--- config.mk ---
export PLATFORM = sky130hd
export DESIGN_NAME = ov2640_capture
export DESIGN_NICKNAME = d
export VERILOG_FILES = /design/src/rtl/ov2640_capture.sv
export SDC_FILE = /design/constraint.sdc
export NUM_CORES = 1
export LEC_CHECK = 0
export ABC_AREA = 1
export BUFFER_PORTS_ARGS = -buffer_cell sky130_fd_sc_hd__buf_2
export CAP_MARGIN = 20
export CORE_UTILIZATION = 45
export CTS_BUF_LIST = sky130_fd_sc_hd__clkbuf_16
export DETAILED_ROUTE_END_ITERATION = 7
export GPL_TIMING_DRIVEN = 1
export HOLD_SLACK_MARGIN = 0.12
export PLACE_DENSITY = 0.67
export SYNTH_ARGS = -nofsm -noshare
export SYNTH_HDL_FRONTEND = slang
export SYNTH_SLANG_ARGS = --single-unit
--- constraint.sdc ---
create_clock -name clk_i -period 1.8 [get_ports clk_i]
set_input_delay 0.18 -clock clk_i [delete_from_list [all_inputs] [get_ports clk_i]]
set_output_delay 0.18 -clock clk_i [all_outputs]
set_load 0.03 [all_outputs]
--- src/rtl/ov2640_capture.sv ---
// ----------------------------------------------------------------------------
// ov2640_capture
// Samples the OV2640 DVP bus in the system clock domain once camera register
// initialisation has completed. Byte pairs are packed into RGB565 pixels and
// tagged with x/y coordinates and frame start/done markers. The frame-buffer
// writer downstream has no backpressure.
//
// Ports:
//   clk_i         system clock, at least 4x the camera pclk
//   rst_i         synchronous reset, active-low
//   cfg_done_i    level, high once camera register init has finished
//   cam_pclk_i    camera pixel clock (asynchronous, oversampled)
//   cam_vsync_i   camera vsync, active-high blanking pulse
//   cam_href_i    camera line valid
//   cam_data_i    camera data byte
//   pix_valid_o   one-cycle strobe, pixel fields valid
//   pix_data_o    RGB565 pixel
//   pix_x_o       column of pix_data_o
//   pix_y_o       row of pix_data_o
//   frame_start_o one-cycle pulse with the first pixel of a frame
//   frame_done_o  one-cycle pulse at vsync rise after an active frame
//   frame_err_o   sticky size / odd byte count error
//
// Optional build macro:
//   OV2640_CAPTURE_DECIMATE_EN  2x downscale: only even x / even y pixels are
//                               emitted, with coordinates halved.
// ----------------------------------------------------------------------------
module ov2640_capture #(
  parameter int H_ACTIVE = 640,
  parameter int V_ACTIVE = 480,
  parameter int XW       = 10,
  parameter int YW       = 9
) (
  input  logic          clk_i,
  input  logic          rst_i,
  input  logic          cfg_done_i,
  input  logic          cam_pclk_i,
  input  logic          cam_vsync_i,
  input  logic          cam_href_i,
  input  logic [7:0]    cam_data_i,
  output logic          pix_valid_o,
  output logic [15:0]   pix_data_o,
  output logic [XW-1:0] pix_x_o,
  output logic [YW-1:0] pix_y_o,
  output logic          frame_start_o,
  output logic          frame_done_o,
  output logic          frame_err_o
);

  localparam logic [1:0] IDLE     = 2'd0;
  localparam logic [1:0] WAIT_VS  = 2'd1;
  localparam logic [1:0] WAIT_ACT = 2'd2;
  localparam logic [1:0] ACTIVE   = 2'd3;

  localparam logic [XW-1:0] X_LIMIT = XW'(H_ACTIVE);
  localparam logic [YW-1:0] Y_LIMIT = YW'(V_ACTIVE);
  localparam logic [XW-1:0] X_MAX   = '1;
  localparam logic [YW-1:0] Y_MAX   = '1;

  // Synchroniser and edge-detect stage registers
  logic       pclkS1_q, pclkS2_q, pclkS3_q;
  logic       vsyncS1_q, vsyncS2_q;
  logic       hrefS1_q, hrefS2_q;
  logic [7:0] dataS1_q, dataS2_q;
  logic       evRise_q, evVsync_q, evHref_q;
  logic [7:0] evData_q;

  // Capture state
  logic [1:0]    state_q, state_d;
  logic [XW-1:0] x_q, x_d;
  logic [YW-1:0] y_q, y_d;
  logic          phase_q, phase_d;
  logic [7:0]    hi_q, hi_d;
  logic          first_q, first_d;
  logic          vsPrev_q, vsPrev_d;
  logic          hrefPrev_q, hrefPrev_d;
  logic          pixValid_q, pixValid_d;
  logic [15:0]   pixData_q, pixData_d;
  logic [XW-1:0] pixX_q, pixX_d;
  logic [YW-1:0] pixY_q, pixY_d;
  logic          frameStart_q, frameStart_d;
  logic          frameDone_q, frameDone_d;
  logic          frameErr_q, frameErr_d;

  logic          vsRise, vsFall, hrefFall, emitOk;
  logic [YW-1:0] lineY;

  // Two-flop synchronisers; data takes the same two stages so it lines up
  // with href/vsync. The event stage registers the detected pclk rise along
  // with the camera signals sampled at that same point.
  always_ff @(posedge clk_i) begin
    if (!rst_i) begin
      pclkS1_q  <= 1'b0;  pclkS2_q  <= 1'b0;  pclkS3_q <= 1'b0;
      vsyncS1_q <= 1'b0;  vsyncS2_q <= 1'b0;
      hrefS1_q  <= 1'b0;  hrefS2_q  <= 1'b0;
      dataS1_q  <= 8'h00; dataS2_q  <= 8'h00;
      evRise_q  <= 1'b0;  evVsync_q <= 1'b0;  evHref_q <= 1'b0;
      evData_q  <= 8'h00;
    end else begin
      pclkS1_q  <= cam_pclk_i;  pclkS2_q  <= pclkS1_q;  pclkS3_q <= pclkS2_q;
      vsyncS1_q <= cam_vsync_i; vsyncS2_q <= vsyncS1_q;
      hrefS1_q  <= cam_href_i;  hrefS2_q  <= hrefS1_q;
      dataS1_q  <= cam_data_i;  dataS2_q  <= dataS1_q;
      evRise_q  <= pclkS2_q & ~pclkS3_q;
      evVsync_q <= vsyncS2_q;
      evHref_q  <= hrefS2_q;
      evData_q  <= dataS2_q;
    end
  end

  // vsync/href edges are judged only between consecutive pclk rises.
  assign vsRise   = evRise_q &  evVsync_q & ~vsPrev_q;
  assign vsFall   = evRise_q & ~evVsync_q &  vsPrev_q;
  assign hrefFall = evRise_q & ~evHref_q  &  hrefPrev_q;

`ifdef OV2640_CAPTURE_DECIMATE_EN
  assign emitOk = ~x_q[0] & ~y_q[0];
`else
  assign emitOk = 1'b1;
`endif

  // Next-state logic. Within ACTIVE a line end is closed before a vsync
  // rise in the same event so the frame size check sees the final row count.
  always_comb begin
    state_d      = state_q;
    x_d          = x_q;
    y_d          = y_q;
    phase_d      = phase_q;
    hi_d         = hi_q;
    first_d      = first_q;
    vsPrev_d     = vsPrev_q;
    hrefPrev_d   = hrefPrev_q;
    pixValid_d   = 1'b0;
    pixData_d    = pixData_q;
    pixX_d       = pixX_q;
    pixY_d       = pixY_q;
    frameStart_d = 1'b0;
    frameDone_d  = 1'b0;
    frameErr_d   = frameErr_q;
    lineY        = y_q;

    if (evRise_q) begin
      vsPrev_d   = evVsync_q;
      hrefPrev_d = evHref_q;
    end

    case (state_q)
      IDLE: begin
        if (cfg_done_i) state_d = WAIT_VS;
      end
      WAIT_VS: begin
        if (evRise_q && evVsync_q) begin
          state_d    = WAIT_ACT;
          frameErr_d = 1'b0;
        end
      end
      WAIT_ACT: begin
        if (vsFall) begin
          state_d = ACTIVE;
          x_d     = '0;
          y_d     = '0;
          phase_d = 1'b0;
          first_d = 1'b1;
        end
      end
      default: begin
        if (hrefFall) begin
          if (phase_q || (x_q != X_LIMIT)) frameErr_d = 1'b1;
          if (y_q != Y_MAX) lineY = y_q + 1'b1;
          y_d     = lineY;
          x_d     = '0;
          phase_d = 1'b0;
        end
        if (vsRise) begin
          frameDone_d = 1'b1;
          if (lineY != Y_LIMIT) frameErr_d = 1'b1;
          state_d = WAIT_ACT;
        end else if (evRise_q && evHref_q) begin
          if (!phase_q) begin
            hi_d    = evData_q;
            phase_d = 1'b1;
          end else begin
            phase_d = 1'b0;
            if ((x_q < X_LIMIT) && (y_q < Y_LIMIT)) begin
              if (emitOk) begin
                pixValid_d   = 1'b1;
                pixData_d    = {hi_q, evData_q};
`ifdef OV2640_CAPTURE_DECIMATE_EN
                pixX_d       = x_q >> 1;
                pixY_d       = y_q >> 1;
`else
                pixX_d       = x_q;
                pixY_d       = y_q;
`endif
                frameStart_d = first_q;
                first_d      = 1'b0;
              end
            end else begin
              frameErr_d = 1'b1;
            end
            if (x_q != X_MAX) x_d = x_q + 1'b1;
          end
        end
      end
    endcase

    // Losing configuration abandons whatever was in progress silently.
    if (!cfg_done_i) begin
      state_d      = IDLE;
      pixValid_d   = 1'b0;
      frameStart_d = 1'b0;
      frameDone_d  = 1'b0;
      frameErr_d   = frameErr_q;
    end
  end

  always_ff @(posedge clk_i) begin
    if (!rst_i) begin
      state_q      <= IDLE;
      x_q          <= '0;
      y_q          <= '0;
      phase_q      <= 1'b0;
      hi_q         <= 8'h00;
      first_q      <= 1'b0;
      vsPrev_q     <= 1'b0;
      hrefPrev_q   <= 1'b0;
      pixValid_q   <= 1'b0;
      pixData_q    <= 16'h0000;
      pixX_q       <= '0;
      pixY_q       <= '0;
      frameStart_q <= 1'b0;
      frameDone_q  <= 1'b0;
      frameErr_q   <= 1'b0;
    end else begin
      state_q      <= state_d;
      x_q          <= x_d;
      y_q          <= y_d;
      phase_q      <= phase_d;
      hi_q         <= hi_d;
      first_q      <= first_d;
      vsPrev_q     <= vsPrev_d;
      hrefPrev_q   <= hrefPrev_d;
      pixValid_q   <= pixValid_d;
      pixData_q    <= pixData_d;
      pixX_q       <= pixX_d;
      pixY_q       <= pixY_d;
      frameStart_q <= frameStart_d;
      frameDone_q  <= frameDone_d;
      frameErr_q   <= frameErr_d;
    end
  end

  assign pix_valid_o   = pixValid_q;
  assign pix_data_o    = pixData_q;
  assign pix_x_o       = pixX_q;
  assign pix_y_o       = pixY_q;
  assign frame_start_o = frameStart_q;
  assign frame_done_o  = frameDone_q;
  assign frame_err_o   = frameErr_q;

endmodule

==> reports/summary.json <==
{
  "sta": {
    "grt_setup_unrepaired": "yes",
    "timing.clock.skew_ns": 0.00957,
    "slew_viol_final": 0,
    "layout_worst_path_cycle_share": 0.954,
    "maxSlewHeadroom": 0.553,
    "post-route-min-period_ns": 1.72,
    "timing_hold_violations_final": 0,
    "worst-slew-pin-transition_ns": 0.670,
    "layout_setup_ws_ns": 0.0836,
    "worst_hold_slack_ns": 0.200,
    "timing.final.setup_violations": 0,
    "achievable-frequency_mhz": 583
  },
  "routing": {
    "route.detailed.drc": 0,
    "firstDrtPassIters": 5,
    "avgRoutedWirePerCell_um": 12.5,
    "antenna_violating_nets_post_route": 0,
    "route.vias.total": 3843,
    "drt_iter0_markers": 192,
    "finalWirelength_um": 9570,
    "detail_route.vias_per_cell": 5.00
  },
  "pwr": {
    "power.density_nw_per_um2": 939,
    "static-leakage-power_nw": 2.50,
    "total_power_consumption_of_the_routed_design_mw": 5.04,
    "max-vdd-ir-drop_mv": 0.476
  },
  "cells_and_area": {
    "layout.cells.most_common": "nand2_1",
    "layout_common_cells": "108 x nand2_1, 97 x dfxtp_1, 78 x inv_1, 62 x a21oi_1, 52 x buf_2",
    "design_area_um2": 5370,
    "final_nets": 674,
    "layout-drive-gt1-share": 0.218,
    "antennaDiodeCount": 0,
    "final.fill_count": 839,
    "syn_to_final_growth_pct": 26.3,
    "final_cells": 768
  },
  "placement": {
    "hpwlAfterDp_um": 6580,
    "routabilityCongestion": 0.976,
    "placement.io_buffers": 52,
    "placed_cell_area_um2": 4810,
    "pre_cts_slack_ns": -0.00289,
    "place_inst": 732
  },
  "clocking": {
    "worst_skew_pair.late_latency_ns": 0.34,
    "cts_root_buffer": "clkbuf_16",
    "clock_sinks": 106,
    "ctsLongestPathBuffers": 2,
    "number_of_clock_buffers_inserted_by_tritoncts": 9,
    "cts.reportedPaths.clkPinSlew_ns": 0.07,
    "htreeDepth": 3,
    "tritoncts": "built"
  },
  "setup_path": {
    "worst_ep_required_time_ns": 2.03,
    "setup.reg_to_reg.worst_slack_ns": 0.08,
    "cp_data_arrival_time_ns": 1.94,
    "critPathKind": "reg -> reg",
    "crit_path_capture_type": "flip-flop",
    "critical_path.max_fanout": 6,
    "setup.worst_path.start_class": "flip-flop"
  },
  "synth": {
    "post-synth-top-area-fraction": 0.500,
    "synth_cell_type_count": 32,
    "synth_cells": 562,
    "synth.yosys.warnings": 0,
    "syn_nets": 584,
    "postSynthRegisterBits": 106,
    "syn-cell-area_um2": 4250,
    "synth_top_area_cell": "dfxtp_1",
    "ys_seq_area_frac": 0.500,
    "synth_area_per_cell_um2": 7.56,
    "synth_area_leaders": "dfxtp_1 50%, nand2_1 9.9%, a21oi_1 7.4%"
  },
  "global_route": {
    "grt_first_pass_wirelength_um": 16100,
    "grt_overflow_total": 0,
    "groute.usage.overall": 0.204,
    "antenna_found_initial": 0,
    "first_global_vias": 3448,
    "grt_start_max_net_pins": 80
  },
  "die": {
    "core_area_um2": 9200,
    "placement_rows": 35,
    "die_height_um": 99.1,
    "floorplan.die_area_um2": 9830,
    "floorplan_die_width_um": 99.1,
    "initial_utilization": 0.462,
    "ios": 53
  },
  "run": {
    "cap_viol_max_count": 0
  },
  "status": {
    "outcome": "finished, final reports clean"
  },
  "hold_path": {
    "timing.hold.worst.class": "in -> reg"
  }
}
## flip-flops by register name, summed over array words and instances, names as in the netlist, 2 cells and up
signal / flops
pix_data_o: 16
pix_x_o: 10
x_q: 10
pix_y_o: 9
y_q: 9
dataS1_q: 8
dataS2_q: 8
evData_q: 8
hi_q: 8
state_q: 2
## kinds of logic (layout without fill, tap and decap cells)
family          count (synthesis)  after routing  synth area share
compound gates                129            129             0.159
simple gates                  211            212             0.211
xor+xnor                        2              2           0.00413
buf+inv                       106            200             0.102
flops                         106            106             0.500
fa+ha+maj                       8              8            0.0236
## report_power, final
| part | switching [mW] | total, mW | internal [mW] | leakage [nW] |
|---|---|---|---|---|
| logic | 0.468 | 0.743 | 0.275 | 1.50 |
| clock network | 0.904 | 1.87 | 0.966 | 0.142 |
| registers | 0.0318 | 2.42 | 2.39 | 0.865 |
## cell type report
cell class	count	area (µm²)	area share
flip-flops and latches	106	2140	0.399
multi-input cells	351	1780	0.331
repair buffers	100	711	0.132
inverters	84	315	0.0588
clock buffers	9	225	0.0420
well taps	111	139	0.0259
clock inverters	7	60.1	0.0112
## path summary, 6_finish.rpt
kind	start	end	cells past startpoint
worst max-delay path	x_q[0]	x_q[7]	11
worst min-delay path	cfg_done_i	state_q[0]	3
worst max register to register	x_q[0]	x_q[7]	11
worst min register to register	pclkS3_q	evRise_q	1
## worst max-delay path, stage by stage (launching register included)
cell	delay [ns]
dfxtp_4	0.37
ha_4	0.13
nand4_1	0.13
nor2_1	0.13
nand2_1	0.09
nor2_2	0.16
nand3_2	0.11
nand2_4	0.12
buf_4	0.13
o21ai_0	0.08
nand3_1	0.08
a21oi_1	0.07
## synthesized netlist by cell type
cell type and number:
nand2_2 2, inv_1 81, nand2_1 112, xor2_1 2, ha_1 8, nor2_4 1
o21ai_0 19, o21ai_2 1, o22ai_1 3, nand4_1 5, o211ai_1 2, inv_2 3
a21oi_1 63, o21a_1 1, buf_2 5, nor2_1 46, nand3_1 31, nand3b_1 1
a2bb2oi_1 1, buf_4 2, buf_6 3, nor3_1 5, o31ai_1 1, nor2_2 2
nor3_4 1, o21ai_1 34, a211oi_1 4, buf_1 2, nor4_1 4, dfxtp_1 106
clkbuf_1 10, and2_1 1
## what timing repair did
action | 4_1_cts | 5_1_grt
resized for setup | 2 | 34
endpoints found under the hold margin | 11 | 0
cloned | 0 | 1
endpoints found under the setup margin | 2 | 43
pin swaps | 1 | 11
hold buffers | 11 | 0
buffers inserted | 1 | 7
## per-stage QoR
stage / util / TNS, ns
finish: 0.583 / 0
CTS: 0.567 / 0
global placement: 0.523 / 0
global route: 0.583 / -0.119
floorplan: - / 0
detailed placement: 0.523 / -0.00289
## per-layer routing
layer / track usage / vias up / part of all wire
met2: 0.341 / 103 / 0.47
li1: - / 1981 / -
met3: 0.0422 / 14 / 0.043
met1: 0.267 / 1745 / 0.47
met4: 0.0600 / 0 / 0.013
met5: 0 / - / 0
Power figures use the tool's default switching activity.
